### src/rtl/sfdbs_err_pkg.sv
// Shared types for the doorbell error capture block: field widths,
// the captured error event record and the capture FSM states.
package sfdbs_err_pkg;

    localparam int CODE_W  = 3;
    localparam int ID_W    = 6;
    localparam int DATA_W  = 32;
    localparam int SLICE_W = 5;
    localparam int GROUP_W = 4;
    localparam int CNT_W   = 16;

    typedef struct packed {
        logic [CODE_W-1:0]  code;
        logic               access;
        logic [ID_W-1:0]    id;
        logic [DATA_W-1:0]  data;
        logic [SLICE_W-1:0] slice_idx;
        logic [GROUP_W-1:0] group_idx;
    } err_event_t;

    typedef enum logic [1:0] {
        ST_IDLE  = 2'd0,
        ST_WRITE = 2'd1,
        ST_HELD  = 2'd2
    } cap_state_e;

endpackage

### src/rtl/sfdbs_err_rr_arb.sv
// Round-robin arbiter over the legal error requests.
// Ports: clk, reset_n (sync, active-low), req in; gnt_vld/gnt_idx
// winner, multi_req high when more than one source requests.
module sfdbs_err_rr_arb #(
    parameter int NUM_SRC = 2,
    parameter int IDX_W   = (NUM_SRC > 1) ? $clog2(NUM_SRC) : 1
) (
    input  logic               clk,
    input  logic               reset_n,
    input  logic [NUM_SRC-1:0] req,
    output logic               gnt_vld,
    output logic [IDX_W-1:0]   gnt_idx,
    output logic               multi_req
);

    logic [IDX_W-1:0] ptr_q, ptr_d;
    logic [IDX_W-1:0] k_idx;

    // Search starts at the pointer and wraps; first requester wins.
    always_comb begin
        gnt_vld = 1'b0;
        gnt_idx = '0;
        k_idx   = '0;
        for (int i = 0; i < NUM_SRC; i++) begin
            k_idx = IDX_W'((int'(ptr_q) + i) % NUM_SRC);
            if (!gnt_vld && req[k_idx]) begin
                gnt_vld = 1'b1;
                gnt_idx = k_idx;
            end
        end
    end

    assign multi_req = $countones(req) > 1;

    // Pointer moves just past the winner, only on a grant.
    always_comb begin
        ptr_d = ptr_q;
        if (gnt_vld) begin
            if (gnt_idx == IDX_W'(NUM_SRC - 1))
                ptr_d = '0;
            else
                ptr_d = gnt_idx + 1'b1;
        end
    end

    always_ff @(posedge clk) begin
        if (!reset_n)
            ptr_q <= '0;
        else
            ptr_q <= ptr_d;
    end

endmodule

### src/rtl/sfdbs_err_capture.sv
// Captures doorbell error events into the error_err_log/data/idx
// registers. Ports: clk, reset_n (sync, active-low); per-source
// src_err_* events; code_q/multi_q register readback; *_d/*_enb
// register update values and single-cycle enables; err_irq level.
// Optional macro SFDBS_ERR_CAPTURE_CNT_EN adds err_cnt (16-bit,
// saturating count of accepted legal events).
module sfdbs_err_capture
    import sfdbs_err_pkg::*;
#(
    parameter int NUM_SRC = 2
) (
    input  logic                              clk,
    input  logic                              reset_n,
    input  logic [NUM_SRC-1:0]                src_err_valid,
    input  logic [NUM_SRC-1:0][CODE_W-1:0]    src_err_code,
    input  logic [NUM_SRC-1:0]                src_err_access,
    input  logic [NUM_SRC-1:0][ID_W-1:0]      src_err_id,
    input  logic [NUM_SRC-1:0][DATA_W-1:0]    src_err_data,
    input  logic [NUM_SRC-1:0][SLICE_W-1:0]   src_err_slice_idx,
    input  logic [NUM_SRC-1:0][GROUP_W-1:0]   src_err_group_idx,
    input  logic [CODE_W-1:0]                 code_q,
    input  logic                              multi_q,
    output logic [CODE_W-1:0]                 code_d,
    output logic                              access_d,
    output logic [ID_W-1:0]                   id_d,
    output logic                              multi_d,
    output logic [DATA_W-1:0]                 data_d,
    output logic [SLICE_W-1:0]                slice_idx_d,
    output logic [GROUP_W-1:0]                group_idx_d,
    output logic                              code_enb,
    output logic                              access_enb,
    output logic                              id_enb,
    output logic                              multi_enb,
    output logic                              data_enb,
    output logic                              slice_idx_enb,
    output logic                              group_idx_enb,
    output logic                              err_irq
`ifdef SFDBS_ERR_CAPTURE_CNT_EN
    ,
    output logic [CNT_W-1:0]                  err_cnt
`endif
);

    localparam int IDX_W = (NUM_SRC > 1) ? $clog2(NUM_SRC) : 1;

    logic [NUM_SRC-1:0] legal;
    logic               gnt_vld;
    logic [IDX_W-1:0]   gnt_idx;
    logic               multi_req;
    err_event_t         win_evt;

    logic       stage_vld_q, stage_vld_d;
    logic       stage_oth_q, stage_oth_d;
    err_event_t stage_evt_q, stage_evt_d;
    cap_state_e state_q, state_d;

    logic cap;
    logic mset;

    always_comb begin
        legal = '0;
        for (int i = 0; i < NUM_SRC; i++)
            legal[i] = src_err_valid[i] && (src_err_code[i] != '0);
    end

    sfdbs_err_rr_arb #(
        .NUM_SRC (NUM_SRC),
        .IDX_W   (IDX_W)
    ) u_arb (
        .clk       (clk),
        .reset_n   (reset_n),
        .req       (legal),
        .gnt_vld   (gnt_vld),
        .gnt_idx   (gnt_idx),
        .multi_req (multi_req)
    );

    always_comb begin
        win_evt.code      = src_err_code[gnt_idx];
        win_evt.access    = src_err_access[gnt_idx];
        win_evt.id        = src_err_id[gnt_idx];
        win_evt.data      = src_err_data[gnt_idx];
        win_evt.slice_idx = src_err_slice_idx[gnt_idx];
        win_evt.group_idx = src_err_group_idx[gnt_idx];
    end

    // Losers are never dropped silently: they raise the others flag.
    always_comb begin
        stage_vld_d = gnt_vld;
        stage_evt_d = win_evt;
        stage_oth_d = multi_req;
    end

    // WRITE covers the cycle before the new code_q becomes visible.
    always_comb begin
        state_d = state_q;
        cap     = 1'b0;
        mset    = 1'b0;
        unique case (state_q)
            ST_IDLE: begin
                if (code_q != '0) begin
                    state_d = ST_HELD;
                    mset    = stage_vld_q && !multi_q;
                end else if (stage_vld_q) begin
                    cap     = 1'b1;
                    state_d = ST_WRITE;
                end
            end
            ST_WRITE: begin
                mset    = stage_vld_q;
                state_d = ST_HELD;
            end
            ST_HELD: begin
                if (code_q == '0) begin
                    cap     = stage_vld_q;
                    state_d = stage_vld_q ? ST_WRITE : ST_IDLE;
                end else begin
                    mset = stage_vld_q && !multi_q;
                end
            end
            default: state_d = ST_IDLE;
        endcase
    end

    always_comb begin
        code_enb      = cap;
        access_enb    = cap;
        id_enb        = cap;
        data_enb      = cap;
        slice_idx_enb = cap;
        group_idx_enb = cap;
        multi_enb     = (cap && stage_oth_q) || mset;
        multi_d       = multi_enb;
        code_d        = cap ? stage_evt_q.code      : '0;
        access_d      = cap ? stage_evt_q.access    : 1'b0;
        id_d          = cap ? stage_evt_q.id        : '0;
        data_d        = cap ? stage_evt_q.data      : '0;
        slice_idx_d   = cap ? stage_evt_q.slice_idx : '0;
        group_idx_d   = cap ? stage_evt_q.group_idx : '0;
    end

    assign err_irq = code_q != '0;

    always_ff @(posedge clk) begin
        if (!reset_n) begin
            state_q     <= ST_IDLE;
            stage_vld_q <= 1'b0;
            stage_oth_q <= 1'b0;
            stage_evt_q <= '0;
        end else begin
            state_q     <= state_d;
            stage_vld_q <= stage_vld_d;
            stage_oth_q <= stage_oth_d;
            stage_evt_q <= stage_evt_d;
        end
    end

`ifdef SFDBS_ERR_CAPTURE_CNT_EN
    logic [CNT_W-1:0] cnt_q, cnt_d;
    logic [CNT_W:0]   cnt_sum;

    always_comb begin
        cnt_sum = {1'b0, cnt_q} + (CNT_W+1)'($countones(legal));
        cnt_d   = cnt_sum[CNT_W] ? '1 : cnt_sum[CNT_W-1:0];
    end

    always_ff @(posedge clk) begin
        if (!reset_n)
            cnt_q <= '0;
        else
            cnt_q <= cnt_d;
    end

    assign err_cnt = cnt_q;
`endif

endmodule

### config.mk
export PLATFORM = sky130hd
export DESIGN_NAME = sfdbs_err_capture
export DESIGN_NICKNAME = d
export VERILOG_FILES = /design/src/rtl/sfdbs_err_pkg.sv /design/src/rtl/sfdbs_err_rr_arb.sv /design/src/rtl/sfdbs_err_capture.sv
export SDC_FILE = /design/constraint.sdc
export NUM_CORES = 1
export LEC_CHECK = 0
export ABC_CLOCK_PERIOD_IN_PS = 3100
export CAP_MARGIN = 20
export CORE_ASPECT_RATIO = 0.7
export CORE_MARGIN = 8
export CORE_UTILIZATION = 37
export DETAILED_ROUTE_END_ITERATION = 8
export GPL_TIMING_DRIVEN = 0
export PLACE_DENSITY = 0.84
export SKIP_CTS_REPAIR_TIMING = 1
export SYNTH_ARGS = -nofsm -noshare
export SYNTH_HDL_FRONTEND = slang
export SYNTH_SLANG_ARGS = --single-unit
### constraint.sdc
create_clock -name clk -period 3.1 [get_ports clk]
set_clock_uncertainty 0.05 [all_clocks]
set_input_delay 0.93 -clock clk [delete_from_list [all_inputs] [get_ports clk]]
set_output_delay 0.93 -clock clk [all_outputs]
set_load 0.01 [all_outputs]
; ---- Yosys cells after proc, flatten, opt, wreduce, memory -nomap -nowiden
; Index checks and enable logic that the tools add are counted.
[totals]
regBits = 56
latch_bits = 0
ramBits = 0
mem_bits_ro = 0
inputBits = 110
out_inout_bits = 60
word_cells = 74
memories = 0
[op_classes]
add_sub_neg = 3
mul = 0
div = 0
n_lt_le_gt_ge = 4
eq_ne = 4
shifts = 0
n_mux = 39
n_bitwise = 0
n_reduce_logical = 14
[ops]
columns = operator, count
row1 = $mux W32, 3
row2 = $gt A32 B2 Y1 const B, 1
row3 = $mux W1, 18
row4 = $mux W6, 3
row5 = $mux W5, 3
row6 = $mux W4, 3
row7 = $mux W3, 3
row8 = $reduce_bool A3 Y1, 3
row9 = $lt A1 B2 Y1 const B, 3
row10 = $mux W2, 3
row11 = $pmux W2 S3, 1
row12 = $logic_and A1 B1 Y1, 5
row13 = $logic_not A3 Y1, 1
row14 = $ne A3 B3 Y1 const B, 1
row15 = $pmux W1 S3, 1
row16 = $add A1 B1 Y1 const B, 2
row17 = $add A1 B1 Y2, 1
row18 = $eq A2 B1 Y1 const B, 1
row19 = $eq A2 B2 Y1 const B, 1
row20 = $logic_not A1 Y1, 2
row21 = $logic_not A2 Y1, 1
row22 = $ne A2 B2 Y1 const B, 1
row23 = $pmux W1 S2, 1
row24 = $reduce_and A2 Y1, 1
row25 = $logic_or A1 B1 Y1, 1

; ---- Depth between registers and ports, before layout
[depth]
depth_word = 10
ltp_mapped = 5
depth_no_buf = 3

; ---- Cells and area by module
; From an unflattened synthesis, not the netlist that was laid out.
[unflattened]
cells_unflattened = 251
area_unflattened_um2 = 2539.9
[by_module_without_submodules]
columns = mod, n_inst, cells_each, area_per_inst_um2, seq_area_each_um2
row1 = sfdbs_err_capture, 1, 244, 2481.1, 1101.1
row2 = sfdbs_err_rr_arb, 1, 7, 58.8, 20.0

; ---- Least setup slack after synthesis
; No wires, ideal clock.
[synth_path]
kind = in2out
start = input port code_q[2]
end = output port code_d[0]
arrival_ns = 2.032
required_ns = 2.120
setup_slack_ns = 0.088
cell_stages = 4
n_path_buf = 1
cell_sequence = or3_4 -> nor3b_4 -> buf_4 -> and2_1
[synth_via]
elab_chain_len = 4
word_cells_on_any_way = 6
classes_between = mux: 4 / reduce/logical: 2
[synth_lines]
columns = element, line
row1 = "start, declared", sfdbs_err_capture.sv:21  ; input logic [CODE_W-1:0] code_q,
row2 = $logic_not A3 Y1 or $reduce_bool A3 Y1 (tied branches), "sfdbs_err_capture.sv:114, sfdbs_err_capture.sv:101"
row3 = "$mux W1, on equally long branches", "sfdbs_err_capture.sv:114, sfdbs_err_capture.sv:101"
row4 = $pmux W1 S2 *, sfdbs_err_capture.sv:99  ; unique case (state_q)
row5 = via access_enb, sfdbs_err_capture.sv:31  ; output logic access_enb,
row6 = $mux W3 *, sfdbs_err_capture.sv:134  ; code_d = cap ? stage_evt_q.code : '0;
row7 = "end, declared", sfdbs_err_capture.sv:23  ; output logic [CODE_W-1:0] code_d,
; The timed path passes the listed nets; every way through them passes the cells marked *.

; ---- Final worst setup path
[layout_path]
start = input port code_q[1]
end = output port access_d
[layout_via]
elab_chain_len = 4
word_cells_on_any_way = 6
classes_between = mux: 4 / reduce/logical: 2
[layout_lines]
columns = element, line
row1 = $logic_not A3 Y1 or $reduce_bool A3 Y1 (tied branches), "sfdbs_err_capture.sv:114, sfdbs_err_capture.sv:101"
row2 = "$mux W1, on equally long branches", "sfdbs_err_capture.sv:114, sfdbs_err_capture.sv:101"
row3 = $pmux W1 S2 *, sfdbs_err_capture.sv:99
row4 = $mux W1 *, sfdbs_err_capture.sv:135  ; access_d = cap ? stage_evt_q.access : 1'b0;
row5 = "end, declared", sfdbs_err_capture.sv:24  ; output logic access_d,
; Mark *: on every way between the ends. The rest lies on a longest branch, timed or not.

==> results.cfg <==
[clock_network]
clock_sinks = 56
root_buffer = clkbuf_8
clk_pin_slew_worst_paths_ns = 0.10
h-tree-depth = 2
cts_tree = done
cts_buffers = 5
clk_latency_ns = 0.30
clock_path_buffers = 2

[logic_synthesis]
syn_nets = 418
syn-cell-area_um2 = 2660
synth_seq_cells = 56
ys_types = 22
yosysSeqAreaShare_pct = 42.1
yosysWarnings = 0
syn_inst = 308
avgSynthCellArea_um2 = 8.64

[layout]
synthToLayoutAreaGrowth_pct = 77.2
utilization_pct = 66.2
fin_nets = 600
regArea_um2 = 1120
multi_input_area_um2 = 1440
n_fill_cell = 618
diodes = 0
fin_cells = 588
drive_gt1_share_pct = 25.9

[sta]
post-route-period-util_pct = 106
drv_slew = 0
timing.final.setup_violations = 55
rsz0062_at_grt = yes
relSlewSlack_pct = 48.9
min_period_ns = 3.29
fmax_ghz = 0.304
worst_pin_slew_ns = 0.759
fin_ws_ns = -0.190
finalHoldViolations = 0
worst_hold_slack_ns = 0.444

[grt]
use_met1_pct = 18.2
grt_busiest_layer = met2
grt_pass1_wl_um = 13900
overflow = 0
antenna_found_initial = 0
grt_max_degree = 16
grt_pass1_vias = 2821
grt_util_met3_pct = 7.71
grt.met2_usage_pct = 30.8
grt_usage_pct = 17.1

[floorplan]
die_h_um = 86.9
boundaryPins = 170
start_util_pct = 37.3
row_count = 26
core-area_um2 = 7120
fp.dieArea_um2 = 10200
die_w_um = 117

[placement]
place_inst = 574
port_buffers = 168
dp_hpwl_um = 7420
gp_congestion = 0.806
place_ws_ns = -1.06

[critical_path]
cp_top_family = simple AND/OR/NAND/NOR gates
slowest_delay_ns = 0.41
path_common_cell = buf_6
path_class = in2out
crit_path_end_kind = output pin
critPathSlowestCell = or3_4
cp-start-kind = input pin
cp_data_required_time_ns = 2.12
crit_chain = buf_6 > or3_4 > nor3b_4 > buf_6 > buf_8 > clkbuf_16 > and2_4 > buf_6
crit_buf_inv = 5
critPathMaxFanout = 7
cp.arrival_ns = 2.31

[power_and_ir_drop]
leakage_nw = 2.13
ir_worst_vdd_v = 0.000223
power_mw = 1.53
powerDensity_nw_per_um2 = 326

[run]
maxCapViolations = 0

[detailed_routing]
num_vias = 2717
drtIter0Drc = 124
via_per_inst = 4.62
routedWlPerCell_um = 16.5
dr.pass1.iters = 4
ant_nets = 0
finalWirelength_um = 9680
drc = 0

[outcome]
violations = negative setup slack
status = finished, violations left

[min_path]
hold_path_class = reg2reg
-- cell usage after synthesis, drive strengths merged --
| cell type | count | area (um2) |
|---|---|---|
| nand2 | 106 | 398 |
| clkbuf | 15 | 61.3 |
| o21a | 1 | 7.51 |
| inv | 1 | 3.75 |
| a211oi | 1 | 7.51 |
| o31a | 1 | 8.76 |
| a21boi | 2 | 15.0 |
| o31ai | 2 | 15.0 |
| buf | 13 | 114 |
| nor4 | 1 | 6.26 |
| nor2 | 1 | 3.75 |
| o211a | 1 | 10.0 |
| and2 | 52 | 325 |
| mux2i | 51 | 510 |
| dfxtp | 56 | 1120 |
| nor2b | 1 | 6.26 |
| a21oi | 1 | 16.3 |
| or3 | 1 | 11.3 |
| nor3b | 1 | 18.8 |
-- worst paths after layout --
check | start | end | slack (ns) | cells past startpoint
worst max-delay path | code_q[1] | access_d | -0.19 | 8
worst min-delay path | u_arb.ptr_q | u_arb.ptr_q | 0.44 | 2
worst max register to register | u_arb.ptr_q | stage_evt_q[4] | 1.80 | 4
worst min register to register | u_arb.ptr_q | u_arb.ptr_q | 0.44 | 2
-- layout by cell type, fill, tap and decap left out, types with 12 or more instances in the layout --
| cell | count |
|---|---|
| nand2_1 | 106 |
| clkdlybuf4s50_1 | 106 |
| dfxtp_1 | 56 |
| mux2i_1 | 51 |
| buf_6 | 44 |
| and2_4 | 31 |
| and2_1 | 21 |
| clkbuf_2 | 16 |
| clkbuf_1 | 12 |
-- per-layer routing --
layer,vias up,part of all wire (%)
li1,1337,-
met1,1264,42
met2,109,49
met3,7,8.9
met4,0,0.67
met5,-,0
-- worst min-delay path, stage by stage, from the launching register on --
cell and delay, ns:
dfxtp_1 0.32, nand2_1 0.05, a21boi_0 0.08
-- through the flow --
| step | cell area [um2] | setup TNS [ns] |
|---|---|---|
| 2_1_floorplan | 2660 | 0 |
| 3_3_place_gp | 4460 | -57.90 |
| 3_5_place_dp | 4460 | -58.84 |
| 4_1_cts | 4540 | -59.33 |
| 5_1_grt | 4710 | -8.95 |
| 6_report | 4710 | -6.86 |
-- registers in the layout (all words and copies together) (netlist names) --
name,flops
stage_oth_q,1
u_arb.ptr_q,1
stage_evt_q,51
state_q,2
stage_vld_q,1
-- kinds of logic (layout without fill, tap and decap cells) --
kind of cell / count (synthesis) / count (layout) / share of synthesized area (%)
AOI/OAI and AO/OA: 9 / 9 / 3.01
and+or+nand+nor: 163 / 163 / 28.9
buffers and inverters: 29 / 211 / 6.73
DFF: 56 / 56 / 42.1
muxes: 51 / 51 / 19.2
-- area by class of cell --
cell class / count / area share (%)
Clock inverter: 1 / 0.106
Timing Repair Buffer: 175 / 36.5
Clock buffer: 6 / 1.54
Multi-Input combinational cell: 223 / 30.6
Inverter: 1 / 0.0796
Tap cell: 98 / 2.60
Sequential cell: 56 / 23.8
Buffer: 28 / 4.75
-- power by group --
part / total [mW] / internal, mW / switching, mW
registers: 0.793 / 0.778 / 0.0151
logic: 0.354 / 0.219 / 0.135
clock network: 0.388 / 0.155 / 0.234
No activity file was read; power rests on OpenSTA's default activity.
